==> src/rtl/uart_rx.sv <==
// 8N1 asynchronous serial receiver: synchronises rxd, frames each byte and
// presents it on data_out with a fixed-width data_ok strobe.
module uart_rx #(
    parameter int CLKS_PER_BIT = 1250,
    parameter int CNT_W        = 11,
    parameter int OK_WIDTH     = 4
) (
    input  logic       clk,
    input  logic       rst,
    input  logic       rxd,
    output logic [7:0] data_out,
    output logic       data_ok,
    output logic       frame_err,
    output logic       busy,
    output logic [2:0] state_dbg
);

    typedef enum logic [2:0] {
        IDLE      = 3'd0,
        START     = 3'd1,
        DATA      = 3'd2,
        STOP      = 3'd3,
        WAIT_IDLE = 3'd4
    } state_t;

    localparam int OK_CW = $clog2(OK_WIDTH + 1);
    localparam logic [CNT_W-1:0] HALF_LAST = CNT_W'(CLKS_PER_BIT / 2 - 1);
    localparam logic [CNT_W-1:0] BIT_LAST  = CNT_W'(CLKS_PER_BIT - 1);
    localparam logic [OK_CW-1:0] OK_LOAD   = OK_CW'(OK_WIDTH);

    state_t           state, state_next;
    logic             rxd_m, rxd_s, rxd_d;
    logic [CNT_W-1:0] cnt;
    logic [2:0]       bit_idx;
    logic [7:0]       shreg;
    logic [OK_CW-1:0] ok_cnt;

    logic fall_edge;
    logic start_tick;
    logic bit_tick;
    logic stop_good;
    logic stop_bad;

    // Two-flop synchroniser plus one delay flop for edge detection; all idle high.
    always_ff @(posedge clk or negedge rst) begin
        if (!rst) begin
            rxd_m <= 1'b1;
            rxd_s <= 1'b1;
            rxd_d <= 1'b1;
        end else begin
            rxd_m <= rxd;
            rxd_s <= rxd_m;
            rxd_d <= rxd_s;
        end
    end

    assign fall_edge  = rxd_d & ~rxd_s;
    assign start_tick = (state == START) && (cnt == HALF_LAST);
    assign bit_tick   = (cnt == BIT_LAST);
    assign stop_good  = (state == STOP) && bit_tick && rxd_s;
    assign stop_bad   = (state == STOP) && bit_tick && !rxd_s;

    always_ff @(posedge clk or negedge rst) begin
        if (!rst) begin
            state <= IDLE;
        end else begin
            state <= state_next;
        end
    end

    always_comb begin
        state_next = state;
        case (state)
            IDLE: begin
                if (fall_edge) begin
                    state_next = START;
                end
            end
            START: begin
                if (start_tick) begin
                    state_next = rxd_s ? IDLE : DATA;
                end
            end
            DATA: begin
                if (bit_tick && (bit_idx == 3'd7)) begin
                    state_next = STOP;
                end
            end
            STOP: begin
                if (bit_tick) begin
                    state_next = rxd_s ? IDLE : WAIT_IDLE;
                end
            end
            WAIT_IDLE: begin
                if (rxd_s) begin
                    state_next = IDLE;
                end
            end
            default: state_next = IDLE;
        endcase
    end

    always_comb begin
        busy      = (state != IDLE);
        state_dbg = state;
    end

    // Bit timer restarts on every state change and after each data sample; it
    // saturates at its terminal value rather than wrapping.
    always_ff @(posedge clk or negedge rst) begin
        if (!rst) begin
            cnt <= '0;
        end else if ((state != state_next) || ((state == DATA) && bit_tick)) begin
            cnt <= '0;
        end else if (((state == START) || (state == DATA) || (state == STOP)) &&
                     (cnt != BIT_LAST)) begin
            cnt <= cnt + CNT_W'(1);
        end
    end

    always_ff @(posedge clk or negedge rst) begin
        if (!rst) begin
            bit_idx <= 3'd0;
            shreg   <= 8'h00;
        end else if (state == START) begin
            bit_idx <= 3'd0;
        end else if ((state == DATA) && bit_tick) begin
            bit_idx <= bit_idx + 3'd1;
            shreg   <= {rxd_s, shreg[7:1]};
        end
    end

    always_ff @(posedge clk or negedge rst) begin
        if (!rst) begin
            data_out  <= 8'h00;
            frame_err <= 1'b0;
        end else begin
            frame_err <= stop_bad;
            if (stop_good) begin
                data_out <= shreg;
            end
        end
    end

    // Strobe timer runs independently of the FSM so a new frame cannot cut it short.
    always_ff @(posedge clk or negedge rst) begin
        if (!rst) begin
            ok_cnt <= '0;
        end else if (stop_good) begin
            ok_cnt <= OK_LOAD;
        end else if (ok_cnt != '0) begin
            ok_cnt <= ok_cnt - OK_CW'(1);
        end
    end

    assign data_ok = (ok_cnt != '0);

endmodule
==> config.mk <==
export PLATFORM = sky130hd
export DESIGN_NAME = uart_rx
export DESIGN_NICKNAME = d
export VERILOG_FILES = /design/src/rtl/uart_rx.sv
export SDC_FILE = /design/constraint.sdc
export NUM_CORES = 1
export LEC_CHECK = 0
export CAP_MARGIN = 20
export CORE_MARGIN = 2
export CORE_UTILIZATION = 50
export CTS_BUF_LIST = sky130_fd_sc_hd__clkbuf_4
export CTS_CLUSTER_DIAMETER = 100
export DETAILED_ROUTE_END_ITERATION = 8
export GPL_TIMING_DRIVEN = 0
export HOLD_SLACK_MARGIN = 0.02
export PLACE_DENSITY_LB_ADDON = 0.25
export RECOVER_POWER = 25
export SYNTH_ARGS = -nofsm -noshare
export SYNTH_HDL_FRONTEND = slang
export SYNTH_SLANG_ARGS = --single-unit
==> constraint.sdc <==
create_clock -name clk -period 2.84 [get_ports clk]
set_clock_uncertainty 0.05 [all_clocks]
set_input_delay 0.426 -clock clk [delete_from_list [all_inputs] [get_ports clk]]
set_output_delay 0.426 -clock clk [all_outputs]
set_load 0.05 [all_outputs]
Yosys cells after proc, flatten, opt, wreduce, memory -nomap -nowiden
Cells that the tools add are included.
Widths: inputs -> output; s select.
Storage, ports and cells
  logic and storage cells: 57
  input bits: 3
  register bits: 40
Cells by class
  eq/ne operators: 9
  reductions and logical operators: 18
  $add $sub $neg: 3
  mux-type cells: 14
  bitwise operators: 3
Operators by type and width (count)
  $mux 3: 10
  $mux 11: 2
  $pmux 3 s5: 1
  $add 11x1->11 const B: 1
  $eq 11x10->1 const B: 1
  $eq 11x11->1 const B: 1
  $ne 11x11->1 const B: 1
  $logic_and 1x1->1: 7
  $eq 3x2->1 const B: 2
  $eq 3x3->1 const B: 2
  $reduce_bool 2->1: 3
  $reduce_bool 3->1: 2
  $add 3x1->3 const B: 1
  $eq 3x1->1 const B: 1
  $logic_not 3->1: 1
  $logic_or 1x1->1: 3
  $ne 3x3->1: 1
  $sub 3x1->3 const B: 1
  $mux 2: 1
  $not 1->1: 2
  $reduce_and 2->1: 1
  $and 1x1->1: 1
  $logic_not 1->1: 1

Depth between registers and ports, before layout
  depth after elaboration: 7
  mapped depth: 7

Worst setup path after synthesis
Ideal clock, no wire load.
  kind: register -> register
  from: reg state[2], in the netlist state_dbg[2]
  to: reg shreg[2]
  period minus slack after synthesis: 2.318 ns
  buffers on the path: 2
  arrival: 2.144 ns
  path slack: 0.522 ns
  stages on the path, launching flop included: 6
  cells stage by stage: dfrtp_1 clkbuf_1 or3b_2 nor4_2 buf_2 mux2_2
Between the ends
  cells in the longest elaborated chain, start to end: 3
  elaborated cells on any way between the ends: 5
  classes of those cells: 2 x eq/ne; 1 x bitwise; 2 x reduce/logical
RTL lines
  from (decl): line 31  | state_t state, state_next;
  from (signal assigned): line 67  | state <= state_next;
  $eq 3x2->1 or $eq 3x1->1 (tied branches): line 127, 125
  $logic_and 1x1->1 or $not 1->1 (tied branches)
  $reduce_and 2->1 (no line) (*)
  to (signal assigned): line 129  | shreg <= {rxd_s, shreg[7:1]};
  to (decl): line 35  | logic [7:0] shreg;
Mark *: on every way between the ends. The rest lies on a longest branch, timed or not.
A chain may end at the register's enable or synchronous reset.

Final worst setup path
  from: reg state[1], in the netlist state_dbg[1]
  to: out busy
Between the ends
  cells in the longest elaborated chain, start to end: 1
RTL lines
  $reduce_bool 3->1: line 104  | busy = (state != IDLE);
  to (decl): line 14  | output logic busy,
No other way between the ends.

==> out/summary.md <==
The critical-path maximum fanout was 10; the clock period minus final worst setup slack was 2.52 ns. Data arrives at the worst endpoint at 2.05 ns. The fraction of synthesized area in multiplexers was 11.8%; the number of pins exceeding their max-slew limit in the final report was 41.

The post-CTS setup buffer count came out at 0. The top cell type by area accounts for 48.2% of the synthesized area. Summing all flip-flop and latch instances after layout gives 1000 um2. The path class of the lowest-slack min-delay path was reg -> reg. From synthesis to final layout, the design area changed by 15.3%. Type of origin of the critical path: a flop. Summed over all failing endpoints, the final setup total negative slack is 0 ns.

The beginning of the worst hold path was rxd_m. The count of buffers added on input and output ports is 16. Launching element of the worst setup path: state_dbg[1]. CTS built an H-tree with a depth of 2.

In this run the tightest slew margin relative to its limit is -36.6%. After floorplanning, the core was divided into 22 placement rows. The filler cells instantiated in the layout total 317. The number of antenna violations at the first check in global routing was 0; the number of detailed-routing iterations run before antenna repair was 4. The flow ran to the end, but the final reports show violations. The horizontal extent of the die works out to 66.0 um. Summed over all layers, the global routing overflow is 0. By area the synthesized netlist is led by sky130_fd_sc_hd__dfrtp_1 (48%), sky130_fd_sc_hd__mux2_4 (5.5%), sky130_fd_sc_hd__mux2_2 (5.3%).

In the final layout, the share of cells above drive strength 1 is 18.5%. The checks that failed: max-capacitance violations, max-slew violations. After synthesis, the mean cell area works out to 11.6 um2. The tools report the total number of yosys warnings as 0. In the post-synthesis netlist, the cell with the most instances is sky130_fd_sc_hd__dfrtp_1.

Detailed-route wire length per cell: 13.9 um. Buffer cell driving the clock tree root: sky130_fd_sc_hd__clkbuf_4. The tools report the via count of the first global-routing pass as 1364. The number of synthesized register bits is 40, and the power density over the cells is 549 nW/um2. Traced cell by cell, the critical path runs through clkbuf_1 > nor2_1 > nand2_1 > clkdlybuf4s50_1. The share of flip-flops with an asynchronous set or reset after synthesis is 100%, and the xor and xnor fraction of the mapped netlist area is 5.01%.

For the CTS buffer count, the log shows 5. After synthesis, the largest family of logic cells by area is simple AND/OR/NAND/NOR gates. Dividing the detail-routed via count by the number of cells gives 5.41. 17 I/O pins were placed. Clock latency on the worst-skew pair, taken at its later pin, is 0.35 ns. TritonCTS built the clock tree. After detailed routing, the number of remaining DRC violations is 0.

For this design, the CTS-stage hold fixing added 0 buffers. Setup repair after global routing left no endpoint under its margin. Of the total synthesized cell area, the portion taken by full adders, half adders and majority gates is 4.56%. The biggest area contributor in the post-synthesis netlist is sky130_fd_sc_hd__dfrtp_1. The worst register-to-register path begins at cnt[2].

Ranked by instance count, the synthesized netlist is headed by sky130_fd_sc_hd__dfrtp_1 (37), sky130_fd_sc_hd__nor2_1 (21), sky130_fd_sc_hd__nand2_1 (10). The die covers 4360 um2. The HPWL after detailed placement is 2420 um. The compound-gate portion of the synthesized area was 6.51%. The static leakage is 0.00101 uW, and the sum of buffers and inverters on the critical path is 2.

Among all flip-flop cells after synthesis, the most frequent one is sky130_fd_sc_hd__dfrtp_1. For this block, the routed nets add up to 3290 um of wire. The floorplan step set the die height to 66.0 um. The logs give 0 for the hold violation count in the final report and 0 for the post-cts resize count.

Counting every sink on the clock net gives 40. Summing the sequential cell areas from Yosys gives 52.3% of the chip area. The clock-pin slew reported for the worst setup and hold paths after clock tree synthesis came out at 0.11 ns. Counting every instance in the synthesized netlist gives 165. Entering global routing, the biggest net connects 41 pins. Yosys mapped a number of flops with a built-in enable equal to 0.

The core region is 3690 um2. For this run, the total global-route usage over all layers was measured as 18.8%. The mapped netlist covers 1920 um2. The run gives 0.332 mV as the maximum vdd drop. The maximum clock insertion buffer count was 2. Among all stages on the critical path, the largest delay is contributed by sky130_fd_sc_hd__clkdlybuf4s50_1. The stage delay of the slowest cell on the critical path was 0.80 ns; the final critical-path share of the clock period was 88.9%. For the unique cell type count in the Yosys netlist, the log shows 44.

The tools report the critical path capture point type as a primary output. The logs give 198 for the number of nets in the finished design and 858 um2 for the multi-input gate area in the final layout. The tools report the data required time of the critical path as 2.36 ns. The tools report the routed via count as 1282. Number of setup violations in the final report: 0. The total of max-cap violations came out at 1. Among cell families on the critical path, the largest total delay comes from buffers and inverters. The number of diodes added for antenna fixing came out at 0. The post-route total power is 1220 uW, and the starting density of the core is 52.1%. The count of nets left with antenna violations once routing finished came out at 0. The congestion estimate from routability-driven global placement came to 0.861. The worst setup path is of the reg -> out kind. Static timing analysis puts the maximum clock frequency at 396 MHz. Summing the areas of all and, or, nand and nor instances in the mapped netlist gives 16.8% of the synthesized area. The slew of the pin with the lowest slew margin is 2.05 ns. For this block, the initial DRC count from the detailed router was 147.

The first global-routing pass estimated 6140 um of wire. The number of nets in the synthesized netlist is 175.
sequential cells by signal, indices dropped and copies added, names as in the netlist:
register   cells
shreg          8
state_dbg      3
frame_err      1
cnt           11
rxd_s          1
rxd_m          1
bit_idx        3
ok_cnt         3
data_out       8
rxd_d          1
logic make-up (layout without fill, tap and decap cells):
group / after synthesis / count (layout)
flip-flops: 40 / 40
XOR/XNOR: 11 / 11
multiplexers: 18 / 18
buffers and inverters: 13 / 37
AO/OA/AOI/OAI: 17 / 17
AND/OR/NAND/NOR: 59 / 59
adder cells (fa/ha/maj): 7 / 7
stage by stage:
stage	utilization, %	instances	hold slack [ns]	worst slack (ns)	area [um2]
final	60.1	237	0.321	0.315	2220
after global routing	60.1	237	0.333	0.182	2220
after CTS	60.1	237	0.148	0.294	2220
after detailed placement	57.9	229	0.299	0.528	2140
after global placement	58.1	229	0.297	0.422	2140
after floorplan	-	165	0.0804	0.522	1920
where the power goes:
part	switching (uW)	total (uW)	internal [uW]
Combinational	119	196	77.3
Sequential	43.2	647	604
Clock	189	372	184
worst paths after layout:
path                                     to  slack, ns  cells after the start
worst min register to register        rxd_s       0.32                      0
min in group asynchronous       data_out[7]       0.59                      1
max in group asynchronous            cnt[2]       0.97                      1
worst max register to register  data_out[2]       0.55                      6
worst min-delay path                  rxd_s       0.32                      0
worst max-delay path                   busy       0.32                      4
area by class of cell:
type                       instances  share of cell area [%]
tap                               48                    2.71
timing repair buffer              16                    6.95
clock buffer                       5                    1.69
buffer                             6                    1.47
clock inverter                     3                    1.92
multi-input combinational        112                    38.7
inverter                           7                    1.19
sequential                        40                    45.3
cell usage in the layout (no fill, tap or decap), types with 5 or more instances in the layout:
| cell | count |
|---|---|
| sky130_fd_sc_hd__clkbuf_4 | 5 |
| sky130_fd_sc_hd__clkdlybuf4s50_1 | 14 |
| sky130_fd_sc_hd__dfrtp_1 | 37 |
| sky130_fd_sc_hd__ha_1 | 7 |
| sky130_fd_sc_hd__inv_1 | 7 |
| sky130_fd_sc_hd__mux2_2 | 9 |
| sky130_fd_sc_hd__mux2_4 | 7 |
| sky130_fd_sc_hd__nand2_1 | 10 |
| sky130_fd_sc_hd__nor2_1 | 21 |
| sky130_fd_sc_hd__xnor2_1 | 5 |
| sky130_fd_sc_hd__xor2_1 | 6 |
routing by layer:
layer,GRT usage (%),wire [um],vias up
met4,7.14,39,0
met5,0,0,-
met1,24.5,1570,630
met3,6.98,134,5
met2,28.7,1550,24
li1,-,-,623
No activity file was read; power rests on OpenSTA's default activity.
==> variant 1: new RTL, same settings <==
The parameter `CNT_W` goes from 11 to 13.
--- a/src/rtl/uart_rx.sv
+++ b/src/rtl/uart_rx.sv
@@ -4,3 +4,3 @@
     parameter int CLKS_PER_BIT = 1250,
-    parameter int CNT_W        = 11,
+    parameter int CNT_W        = 13,
     parameter int OK_WIDTH     = 4
Function: no difference found for any inputs over 10 cycles, from zero or initial values and one cycle with rst low; that may be too few to reach the edited logic, so the function may still have changed.
==> variant 1 against the original RTL <==
  * The flow still finishes with violations (max-capacitance violations, max-slew violations)
  * Sequential cell count increased by 2
  * Clock power is 23% lower
  * Setup slack worse by 23 ps
  * Synthesized area up 8.7%
  * Wire length is 19% higher
  * Synthesized cell count is 9.7% higher
  * Power down 0.18%
  * Cell area up 6.5%
==> variant 1: results (changes against the original RTL) <==
| Metric | Value |
|---|---|
| Total global-route track usage | 18.79% (was 18.82%) |
| Drt initial violations | 109 (was 147) |
| Met2 Use GR | 31.37% (was 28.66%) |
| Via count | 1484 (was 1282) |
| Net count after synthesis | 191 (was 175) |
| Power per cell area | 514.2 mW/mm^2 (was 548.5 mW/mm^2) |
| Sum of routed wire length over all layers | 3925 um (was 3290 um) |
| Total instance count after detailed placement | 247 (was 229) |
| Number of cells on the worst reg-to-reg path | 7 (was 6) |
| P_leak | 1.091 nW (was 1.007 nW) |
| Worst setup slack after layout | 292.1 ps (was 315.4 ps) |
| P_sw | 0.0003636 W (was 0.0003507 W) |
| Placed wire-length estimate after detailed placement | 2743 um (was 2422 um) |
| Top area cells in the synthesized netlist | sky130_fd_sc_hd__dfrtp_1 (47%), sky130_fd_sc_hd__mux2_2 (5.4%), sky130_fd_sc_hd__mux2_4 (4.3%) (was sky130_fd_sc_hd__dfrtp_1 (48%), sky130_fd_sc_hd__mux2_4 (5.5%), sky130_fd_sc_hd__mux2_2 (5.3%)) |
| Wire length on met3 | 159 um (was 134 um) |
| Metal-1 WL | 1753 um (was 1567 um) |
| Met3 usage | 4.545% (was 6.985%) |
| Failing checks | max-capacitance violations, max-slew violations (unchanged) |
| Ranking of synthesized cells by instance count | sky130_fd_sc_hd__dfrtp_1 (39), sky130_fd_sc_hd__nor3_1 (11), sky130_fd_sc_hd__mux2_2 (10), sky130_fd_sc_hd__inv_1 (9) (was sky130_fd_sc_hd__dfrtp_1 (37), sky130_fd_sc_hd__nor2_1 (21), sky130_fd_sc_hd__nand2_1 (10), sky130_fd_sc_hd__mux2_2 (9)) |
| Final Net Count | 214 (was 198) |
| Max IR drop VDD | 322.4 uV (was 331.9 uV) |
| Minimum setup slack after placement | 438.4 ps (was 528.1 ps) |
| Count of non-filler cells in the finished layout | 255 (was 237) |
| Largest net degree at the start of global routing | 43 (was 41) |
| Combinational share of power | 17.0% (was 16.1%) |
| Post-route worst hold slack | 319.3 ps (was 320.8 ps) |
| Gate count of the mapped netlist | 181 (was 165) |
| Post-synthesis sequential area ratio | 50.48% (was 52.28%) |
| Outcome | finished with violations (unchanged) |
| First-pass GRT wire length | 6520 um (was 6141 um) |
| Sequential cell fraction of total power | 59.4% (was 53.2%) |
| Data arrival time of the critical path | 2070 ps (was 2050 ps) |
| R2R setup slack | 420 ps (was 550 ps) |
| Met1 layer usage reported by global route | 23.13% (was 24.50%) |
| Final count of pins violating max slew | 43 (was 41) |
| Count of maximum capacitance violations | 1 (unchanged) |
variant 1: cell types whose count changed in the layout (fill, tap and decap cells not counted), moves of 4 or more:
cell / unedited run / this run
sky130_fd_sc_hd__nor3_1: 4 / 11
sky130_fd_sc_hd__nor2_1: 21 / 7
sky130_fd_sc_hd__nand2_1: 10 / 6
sky130_fd_sc_hd__a211oi_1: 2 / 6
variant 1: cell type report:
cell class                      count  area (um^2)
Tap cell                           50        62.56
Timing Repair Buffer               16        153.9
Multi-Input combinational cell    121        947.2
Sequential cell                    42         1055
Clock buffer                        6        45.04
Buffer                              9        53.80
Inverter                            9        33.78
Clock inverter                      2        8.758
Fill cell                         332         1640
variant 1: path summary, 6_finish.rpt:
check	endpoint	start
setup / recovery	busy	state_dbg[2]$_DFF_PN0_
hold / removal	rxd_s$_DFF_PN1_	rxd_m$_DFF_PN1_
hold reg to reg	rxd_s$_DFF_PN1_	rxd_m$_DFF_PN1_
setup reg to reg	cnt[5]$_DFFE_PN0P_	cnt[1]$_DFFE_PN0P_
max in group asynchronous	bit_idx[1]$_DFFE_PN0P_	rst
min in group asynchronous	ok_cnt[0]$_DFFE_PN0P_	rst
variant 1: critical path: stages (launching register included):
cell	delay, ps
sky130_fd_sc_hd__dfrtp_1	370
sky130_fd_sc_hd__clkbuf_1	290
sky130_fd_sc_hd__nor2_1	170
sky130_fd_sc_hd__nand2_1	90
sky130_fd_sc_hd__clkdlybuf4s50_1	790
variant 1: logic make-up after synthesis:
| group | Yosys count | synth area share (%) |
|---|---|---|
| buf+inv | 18 | 4.191 |
| compound gates | 26 | 9.042 |
| flops | 42 | 50.48 |
| mux | 18 | 10.66 |
| simple gates | 61 | 17.66 |
| fa+ha+maj | 7 | 4.191 |
| xor+xnor | 9 | 3.773 |
==> variant 2: new RTL, config.mk and constraints unchanged <==
Without the edit above. Make the reset (`rst`) synchronous in 6 clocked blocks. Comments in the files are not updated.
--- a/src/rtl/uart_rx.sv
+++ b/src/rtl/uart_rx.sv
@@ -44,3 +44,3 @@
     // Two-flop synchroniser plus one delay flop for edge detection; all idle high.
-    always_ff @(posedge clk or negedge rst) begin
+    always_ff @(posedge clk) begin
         if (!rst) begin
@@ -62,3 +62,3 @@
 
-    always_ff @(posedge clk or negedge rst) begin
+    always_ff @(posedge clk) begin
         if (!rst) begin
@@ -109,3 +109,3 @@
     // saturates at its terminal value rather than wrapping.
-    always_ff @(posedge clk or negedge rst) begin
+    always_ff @(posedge clk) begin
         if (!rst) begin
@@ -120,3 +120,3 @@
 
-    always_ff @(posedge clk or negedge rst) begin
+    always_ff @(posedge clk) begin
         if (!rst) begin
@@ -132,3 +132,3 @@
 
-    always_ff @(posedge clk or negedge rst) begin
+    always_ff @(posedge clk) begin
         if (!rst) begin
@@ -145,3 +145,3 @@
     // Strobe timer runs independently of the FSM so a new frame cannot cut it short.
-    always_ff @(posedge clk or negedge rst) begin
+    always_ff @(posedge clk) begin
         if (!rst) begin
Function: differs if rst is asserted again (counterexample within 4 cycles, from zero or initial values and one cycle with rst low); with rst held inactive, the same outputs for 10 cycles.
==> variant 2 against the original RTL <==
  * Synthesized area increased by 3.5%
  * Power decreased by 5.2%
  * Wire length increased by 18%
  * Die area increased by 3.3%
  * Synthesized cell count increased by 20%
  * Global-route usage increased by 0.92 points
  * Sequential cell count unchanged
  * Setup slack got worse by 56 ps
  * Cell area increased by 2.9%
==> variant 2: results (changes against the original RTL) <==
| Metric | Value |
|---|---|
| Total global-route track usage | 19.74% (was 18.82%) |
| Beginning of the worst register-to-register path | cnt[0]$_SDFFE_PP0P_ (was cnt[2]$_DFFE_PN0P_) |
| Global placer's final weighted congestion | 0.9384 (was 0.8606) |
| Share of cells above drive strength 1 | 16.67% (was 18.52%) |
| Worst hold path stage count | 1 (was 0) |
| FFs w/ async S/R, synth | 0% (was 100.0%) |
| Post-CTS resize count | 0 (unchanged) |
| Number of cells on the worst reg-to-reg path | 7 (was 6) |
| Final Net Count | 232 (was 198) |
| Max IR drop VDD | 374.0 uV (was 331.9 uV) |
| Net count after synthesis | 209 (was 175) |
| CTS clock-pin slew for the worst setup and hold paths | 130 ps (was 110 ps) |
| Insertion delay to the later sink of the worst-skew pair | 350 ps (about the same) |
| Drt initial violations | 103 (was 147) |
| Reg-to-reg endpoint | cnt[3]$_SDFFE_PP0P_ (was data_out[2]$_DFFE_PN0P_) |
| Mean routed wirelength per cell | 14.34 um (was 13.88 um) |
| Post-synth cell types | 47 (was 44) |
| Slew at the pin closest to its max-slew limit | 668.3 ps (was 2048 ps) |
| Post-synthesis sequential area ratio | 40.25% (was 52.28%) |
| Minimum setup slack after placement | 417.2 ps (was 528.1 ps) |
| Placed wire-length estimate after detailed placement | 2820 um (was 2422 um) |
| Total instance count after detailed placement | 262 (was 229) |
| Outcome | finished clean (was finished with violations) |
| Ranking of synthesized cells by instance count | sky130_fd_sc_hd__dfxtp_1 (40), sky130_fd_sc_hd__nor2_1 (27), sky130_fd_sc_hd__mux2i_1 (20), sky130_fd_sc_hd__inv_1 (10), sky130_fd_sc_hd__nor3_2 (10) (was sky130_fd_sc_hd__dfrtp_1 (37), sky130_fd_sc_hd__nor2_1 (21), sky130_fd_sc_hd__nand2_1 (10), sky130_fd_sc_hd__mux2_2 (9)) |
| End of the worst hold path | rxd_s$_SDFF_PN1_ (was rxd_s$_DFF_PN1_) |
| Filler cells | 335 (was 317) |
| P_leak | 0.9556 nW (was 1.007 nW) |
| Count of non-filler cells in the finished layout | 270 (was 237) |
| First-pass GRT wire length | 6706 um (was 6141 um) |
| Gate count of the mapped netlist | 198 (was 165) |
| Source of the worst hold timing path | rxd_m$_SDFF_PN1_ (was rxd_m$_DFF_PN1_) |
| Via count | 1509 (was 1282) |
| Maximum net fanout on the critical path | 5 (was 10) |
==> variant 2: changes by cell type in the layout (fill, tap and decap cells not counted), sizes merged, moves of 5 or more <==
| cell | unedited run | this run |
|---|---|---|
| dfxtp | 0 | 40 |
| dfrtp | 37 | 0 |
| mux2i | 2 | 20 |
| mux2 | 16 | 0 |
| nor3 | 5 | 12 |
| nor2 | 21 | 27 |
| a311oi | 0 | 5 |
| and3 | 0 | 5 |
| buf | 3 | 8 |
| nand4 | 3 | 8 |
==> variant 2: per-layer routing <==
metal	wire (um)	share of wire [%]	GRT usage, %
met1	1763	46	25.26
met5	0	0	0
met3	152	3.9	4.054
met4	63	1.6	6.122
met2	1891	49	33.04
==> variant 2: logic make-up (layout without fill, tap and decap cells) <==
logic type               count (synthesis)  count (layout)  synth area share, %
AND/OR/NAND/NOR                         77              77                23.77
adder cells (fa/ha/maj)                  8               8                5.032
flip-flops                              40              40                40.25
buffers and inverters                   22              46                6.414
multiplexers                            20              20                10.06
AO/OA/AOI/OAI                           21              21                10.06
XOR/XNOR                                10              10                4.402
==> variant 2: report_power, final <==
part	leakage, nW	switching [W]	internal [W]
clock	0.0418	0.000198	0.000188
combinational	0.590	0.000113	0.0000662
sequential	0.323	0.0000107	0.000576
==> variant 2: area by class of cell <==
| cell class | instances | area, um^2 | area share, % |
|---|---|---|---|
| Multi-Input combinational cell | 136 | 1055 | 46.27 |
| Sequential cell | 40 | 800.8 | 35.13 |
| Timing Repair Buffer | 16 | 160.2 | 7.025 |
| Buffer | 11 | 78.83 | 3.458 |
| Tap cell | 48 | 60.06 | 2.634 |
| Clock inverter | 3 | 46.29 | 2.031 |
| Inverter | 11 | 41.29 | 1.811 |
| Clock buffer | 5 | 37.54 | 1.647 |
==> variant 2: how the worst max path moves through the flow <==
| stage | from | endpoint | slack, ps | cells after the start |
|---|---|---|---|---|
| final | ok_cnt[0]$_SDFFE_PP0P_ | data_ok | 260 | 5 |
| after global routing | ok_cnt[0]$_SDFFE_PP0P_ | data_ok | 150 | 5 |
| after CTS | ok_cnt[0]$_SDFFE_PP0P_ | data_ok | 230 | 5 |
| after detailed placement | rst | cnt[2]$_SDFFE_PP0P_ | 420 | 6 |
| after global placement | rst | cnt[2]$_SDFFE_PP0P_ | 480 | 6 |
| after floorplan | state_dbg[0]$_SDFF_PN0_ | cnt[2]$_SDFFE_PP0P_ | 990 | 5 |
==> variant 2: stage by stage <==
stage	util, %	hold slack, ps	cell area (um^2)
finish	60.90	371.2	2280
detailed placement	59.02	351.2	2210
global route	60.90	400.3	2280
global placement	59.02	346.1	2210
floorplan	-	334.6	1989
CTS	61.26	378.3	2293
